`src/rtl/input_capture_sequencer.sv`:
```
// rtl/input_capture_sequencer.sv - clear/strobe sequencer and single-entry capture register for an input register bank
module input_capture_sequencer #(
    parameter int WIDTH      = 8,
    parameter int DIV_W      = 8,
    parameter int CNT_W      = 8,
    parameter int CLR_CYCLES = 2
) (
    input  logic             sclk,
    input  logic             rstn,
    input  logic             start,
    input  logic             stop,
    input  logic [DIV_W-1:0] div,
    input  logic [CNT_W-1:0] count,
    output logic             sp,
    output logic             cd,
    input  logic [WIDTH-1:0] q_in,
    output logic [WIDTH-1:0] dout,
    output logic             dvalid,
    input  logic             dready,
    output logic             busy,
    output logic             overrun
);

    localparam int CLR_W = (CLR_CYCLES > 1) ? $clog2(CLR_CYCLES) : 1;
    localparam logic [CLR_W-1:0] CLR_LOAD = CLR_W'(CLR_CYCLES - 1);

    typedef enum logic [1:0] {
        IDLE  = 2'd0,
        CLEAR = 2'd1,
        RUN   = 2'd2
    } state_t;

    state_t           state;
    logic [DIV_W-1:0] div_l;
    logic [CNT_W-1:0] count_l;
    logic [DIV_W-1:0] pcnt;
    logic [CNT_W-1:0] scnt;
    logic [CLR_W-1:0] ccnt;
    logic             sp_d1;
    logic             start_acc;
    logic             burst_done;

    // A START only counts in IDLE and only if STOP is not also present
    assign start_acc  = (state == IDLE) && start && !stop;
    // The strobe being issued this cycle is the last of a fixed-length burst
    assign burst_done = sp && (count_l != '0) && ((scnt + CNT_W'(1)) == count_l);

    // Sequencer FSM: outputs sp/cd/busy are registered alongside the state
    always_ff @(posedge sclk or negedge rstn) begin
        if (!rstn) begin
            state   <= IDLE;
            sp      <= 1'b0;
            cd      <= 1'b1;
            busy    <= 1'b0;
            div_l   <= '0;
            count_l <= '0;
            pcnt    <= '0;
            scnt    <= '0;
            ccnt    <= '0;
        end else begin
            case (state)
                IDLE: begin
                    sp <= 1'b0;
                    cd <= 1'b0;
                    if (start_acc) begin
                        state   <= CLEAR;
                        div_l   <= div;
                        count_l <= count;
                        ccnt    <= CLR_LOAD;
                        scnt    <= '0;
                        cd      <= 1'b1;
                        busy    <= 1'b1;
                    end else begin
                        busy <= 1'b0;
                    end
                end
                CLEAR: begin
                    if (stop) begin
                        state <= IDLE;
                        cd    <= 1'b0;
                        sp    <= 1'b0;
                        busy  <= 1'b0;
                    end else if (ccnt == '0) begin
                        // first strobe lands in the first RUN cycle
                        state <= RUN;
                        cd    <= 1'b0;
                        pcnt  <= '0;
                        sp    <= 1'b1;
                    end else begin
                        ccnt <= ccnt - CLR_W'(1);
                    end
                end
                RUN: begin
                    if (stop || burst_done) begin
                        state <= IDLE;
                        sp    <= 1'b0;
                        busy  <= 1'b0;
                    end else begin
                        // strobe is raised for the cycle in which the counter wraps to 0
                        if (pcnt == div_l) begin
                            pcnt <= '0;
                            sp   <= 1'b1;
                        end else begin
                            pcnt <= pcnt + DIV_W'(1);
                            sp   <= 1'b0;
                        end
                        if (sp) begin
                            scnt <= scnt + CNT_W'(1);
                        end
                    end
                end
                default: begin
                    state <= IDLE;
                    sp    <= 1'b0;
                    cd    <= 1'b0;
                    busy  <= 1'b0;
                end
            endcase
        end
    end

    // Tracks which cycle has fresh bank data: one cycle after each strobe
    always_ff @(posedge sclk or negedge rstn) begin
        if (!rstn) begin
            sp_d1 <= 1'b0;
        end else begin
            sp_d1 <= sp;
        end
    end

    // Single-entry output register; a word arriving while the held one is unaccepted is dropped
    always_ff @(posedge sclk or negedge rstn) begin
        if (!rstn) begin
            dout    <= '0;
            dvalid  <= 1'b0;
            overrun <= 1'b0;
        end else begin
            if (start_acc) begin
                overrun <= 1'b0;
            end
            if (sp_d1) begin
                if (!dvalid || dready) begin
                    dout   <= q_in;
                    dvalid <= 1'b1;
                end else begin
                    overrun <= 1'b1;
                end
            end else if (dvalid && dready) begin
                dvalid <= 1'b0;
            end
        end
    end

endmodule

```
`config.mk`:
```
export PLATFORM = sky130hd
export DESIGN_NAME = input_capture_sequencer
export DESIGN_NICKNAME = d
export VERILOG_FILES = /design/src/rtl/input_capture_sequencer.sv
export SDC_FILE = /design/constraint.sdc
export NUM_CORES = 1
export LEC_CHECK = 0
export ABC_CLOCK_PERIOD_IN_PS = 2100
export CORE_UTILIZATION = 49
export CTS_CLUSTER_SIZE = 16
export DETAILED_ROUTE_END_ITERATION = 10
export MAX_ROUTING_LAYER = met4
export PLACE_DENSITY = 0.78
export SYNTH_ARGS = -nofsm -noshare
export SYNTH_HDL_FRONTEND = slang
export SYNTH_SLANG_ARGS = --single-unit
```
`constraint.sdc`:
```
create_clock -name sclk -period 2.1 [get_ports sclk]
set_clock_uncertainty 0.1 [all_clocks]
set_input_delay 0.315 -clock sclk [delete_from_list [all_inputs] [get_ports sclk]]
set_output_delay 0.315 -clock sclk [all_outputs]
set_load 0.005 [all_outputs]
```
==> summary.txt <==
Synth
  – Area share of the largest cell type after synthesis: 44.3%
  – Simple-gate share of the synthesized area: 14.2%
  – Mean area per synthesized cell: 10.7 µm²
  – Yosys reg bits: 49
  – Asr flop ratio synth: between 90% and 100%
  – Synth area leader: dfrtp_1
  – Top FF cell, synth: dfrtp_1
  – Synth cell types: 62
  – Synthesized area: around 0.0027 mm²
  – Ys Warns: 0
  – Synth Area in Adders: 2.31%
  – Number of enable flip-flop cells after synthesis: 0
  – Mux contribution to synthesized area: 11.9%
  – Post-Synth XOR/XNOR Area: 4.52%
  – Top cells by area, synth: dfrtp_1 (44%), mux2_2 (10%), xnor2_1 (3.9%), nand2_1 (2.6%), ha_1 (2.3%)
  – Largest family of logic cells by synthesized area: compound AO/OA/AOI/OAI gates
  – Compound-Gate Fraction of Synth Area: 16.8%
  – Mapped Cells: 254
  – Post-synthesis net count: 288
  – Sequential share of the synthesized area: approximately 45%

Floorplanning
  – Full die area: approximately 0.0058 mm²
  – Initial Util: 52.1%
  – FP Rows: 26
  – Core box area: 0.00520 mm²
  – Chip Width: ~76 µm
  – Die Height: about 76 µm
  – IO Pins: 42

Global routing
  – Vias in the first global route: 2266
  – Largest net degree at the start of global routing: 31
  – First-pass GRT wire length: 10.9 mm
  – GRT Util Overall: 24.1%
  – Total grt overflow: 0
  – Antenna violations before repair: 0

Layout
  – Diodes inserted: 0
  – Layout cells sized above 1: around a third
  – Nets@finish: 363
  – Fin util: between 70 and 80%
  – Finished Cell Area: 0.00372 mm²
  – Most frequent cells in the layout: dfrtp_1 (46), clkdlybuf4s50_1 (40), buf_4 (32)
  – Commonest non-fill, non-tap cell in the layout: dfrtp_1
  – Layout area overhead: 37.2%
  – Final Non-Filler Cells: 400

Route
  – DRT Wirelength: 6.61 mm
  – DRC Markers: 0
  – Vias: 2289
  – Post-route ant nets: 0
  – Initial DRC count: 131
  – First-pass detailed-route iteration total: 4
  – Via density: 5.72
  – Wire length per cell: 16.5 µm

Job
  – Max-cap violations: 0

Timing
  – Slew @ Worst Pin: 0.712 ns
  – Hold Violations, Final: 0
  – Post-route clock period utilization: 107%
  – Fmax: approximately 440 MHz
  – Max-slew violation count: 0
  – Final setup fails: 18
  – Worst slew margin: 52.5%
  – Setup TNS: -1.24 ns
  – Setup ws final: -0.155 ns
  – Final min period: 2.25 ns
  – RSZ-0062 raised after global routing: yes

Worst setup path
  – Crit. End Element: flip-flop
  – Req. time, crit path: between 2 and 2.5 ns
  – Crit path launch type: flip-flop
  – Critical Path AT: 2.38 ns
  – WS Path Type: flip-flop to flip-flop
  – Critical path peak fanout: 8

Power
  – Sw frac: 35.4%
  – P_int: approximately 2300 µW
  – Leak: 0.00156 µW
  – NetSw: around 1300 µW
  – Total power draw: 3560 µW
  – Pwr dens: 957 mW/mm²
  – Sequential Power Share: between 40% and 50%
  – Comb pwr share: 43.2%
  – VDD IR max: 0.469 mV
  – Clock network fraction of design power: 15.9%

Run status
  – Violated checks: negative setup slack
  – Status: finished, violations left

Clocking
  – CTS Root Cell: clkbuf_8
  – CTS clk-pin slew, worst paths: 0.09 ns
  – CTS tree: done
  – CTS max path bufs: 2
  – CTS Sinks: 49
  – Num CTS Buffers: 5
  – Clock Latency Late Sink: 0.31 ns
  – H-tree Lvls: 2

Placed design
  – Post-detail-place hpwl: around 4.5 mm
  – Inst Count DP: 387
  – Area post-placement: 0.00341 mm²
  – I/O Buffers: 41
  – GP Congestion: roughly 0.82

Min path
  – Hold WC Path Type: flip-flop to flip-flop
-- cell families (layout without fill, tap and decap cells) --
kind of cell | Yosys count | in the layout
XOR/XNOR | 14 | 14
flip-flops | 49 | 49
adder cells (fa/ha/maj) | 5 | 5
multiplexers | 29 | 29
AND/OR/NAND/NOR | 71 | 71
AO/OA/AOI/OAI | 61 | 61
buffers and inverters | 25 | 101
-- metal layers --
| layer | track usage, % | share of wire [%] | wire [µm] | vias to the layer above |
|---|---|---|---|---|
| li1 | - | - | - | 1071 |
| met2 | 41.0 | 50 | 3310 | 74 |
| met4 | 7.50 | 1.8 | 121 | 0 |
| met5 | - | 0 | 0 | - |
| met1 | 29.0 | 43 | 2830 | 1131 |
| met3 | 4.19 | 5.2 | 346 | 13 |
-- flip-flops by register name, summed over array words and instances, names as in the netlist --
signal	cells
cd	1
overrun	1
sp	1
dout	8
pcnt	8
scnt	8
state	2
sp_d1	1
dvalid	1
div_l	8
busy	1
ccnt	1
count_l	8
-- area by class of cell --
cell class	instances	area (µm²)
multi-input cells	180	1520
fillers	372	1480
flip-flops and latches	49	1230
repair buffers	79	741
well taps	70	87.6
clock buffers	6	72.6
inverters	14	52.6
clock inverters	2	13.8
-- synthesized netlist by cell type (4+ instances only) --
cell type  number
nor2_1         16
o21ai_0         5
nand4_1         6
o22ai_1         6
o211ai_1        4
nand2_1        19
nand3_1         6
dfrtp_1        48
a21oi_1        11
mux2_2         25
xnor2_1        12
inv_1          14
ha_1            5
a31oi_1         7
mux2i_1         4
-- per-stage QoR --
step	worst slack, ns	hold slack [ns]
final	-0.155	0.374
after CTS	-0.0913	0.374
after global placement	-0.0751	0.302
after detailed placement	-0.143	0.306
after floorplan	-0.00295	-0.0806
after global routing	-0.203	0.426
-- power groups by stage --
stage	Combinational (µW)	Sequential [µW]	Clock, µW
after floorplan	832	1410	0
after global placement	1310	1440	0
after detailed placement	1350	1460	0
after CTS	1490	1450	565
after global routing	1670	1490	612
final	1540	1450	566
-- timing repair --
item	CTS	global route
endpoints found under the hold margin	27	0
setup buffers	1	2
setup endpoints to repair	17	19
gates cloned	1	0
gates resized for setup	18	13
pin swaps	16	8
hold buffers	1	0
-- worst max-delay path: stages, from the launching register on --
cell and delay, ns:
dfrtp_1 0.43, ha_4 0.30, xnor2_2 0.11, nand3_2 0.09
a221oi_2 0.21, a31o_2 0.27, nand2_4 0.14, buf_8 0.18
o21a_1 0.12, o211ai_1 0.21
-- path summary, 6_finish.rpt --
kind | cells after the start | slack, ns | to | from
max reg2reg | 9 | -0.15 | pcnt[7] | scnt[1]
max in group asynchronous | 3 | 0.78 | scnt[0] | rstn
max | 9 | -0.15 | pcnt[7] | scnt[1]
min reg2reg | 2 | 0.37 | dvalid | sp_d1
min in group asynchronous | 2 | 0.49 | dout[2] | rstn
min | 2 | 0.37 | dvalid | sp_d1
Power figures use the tool's default switching activity.
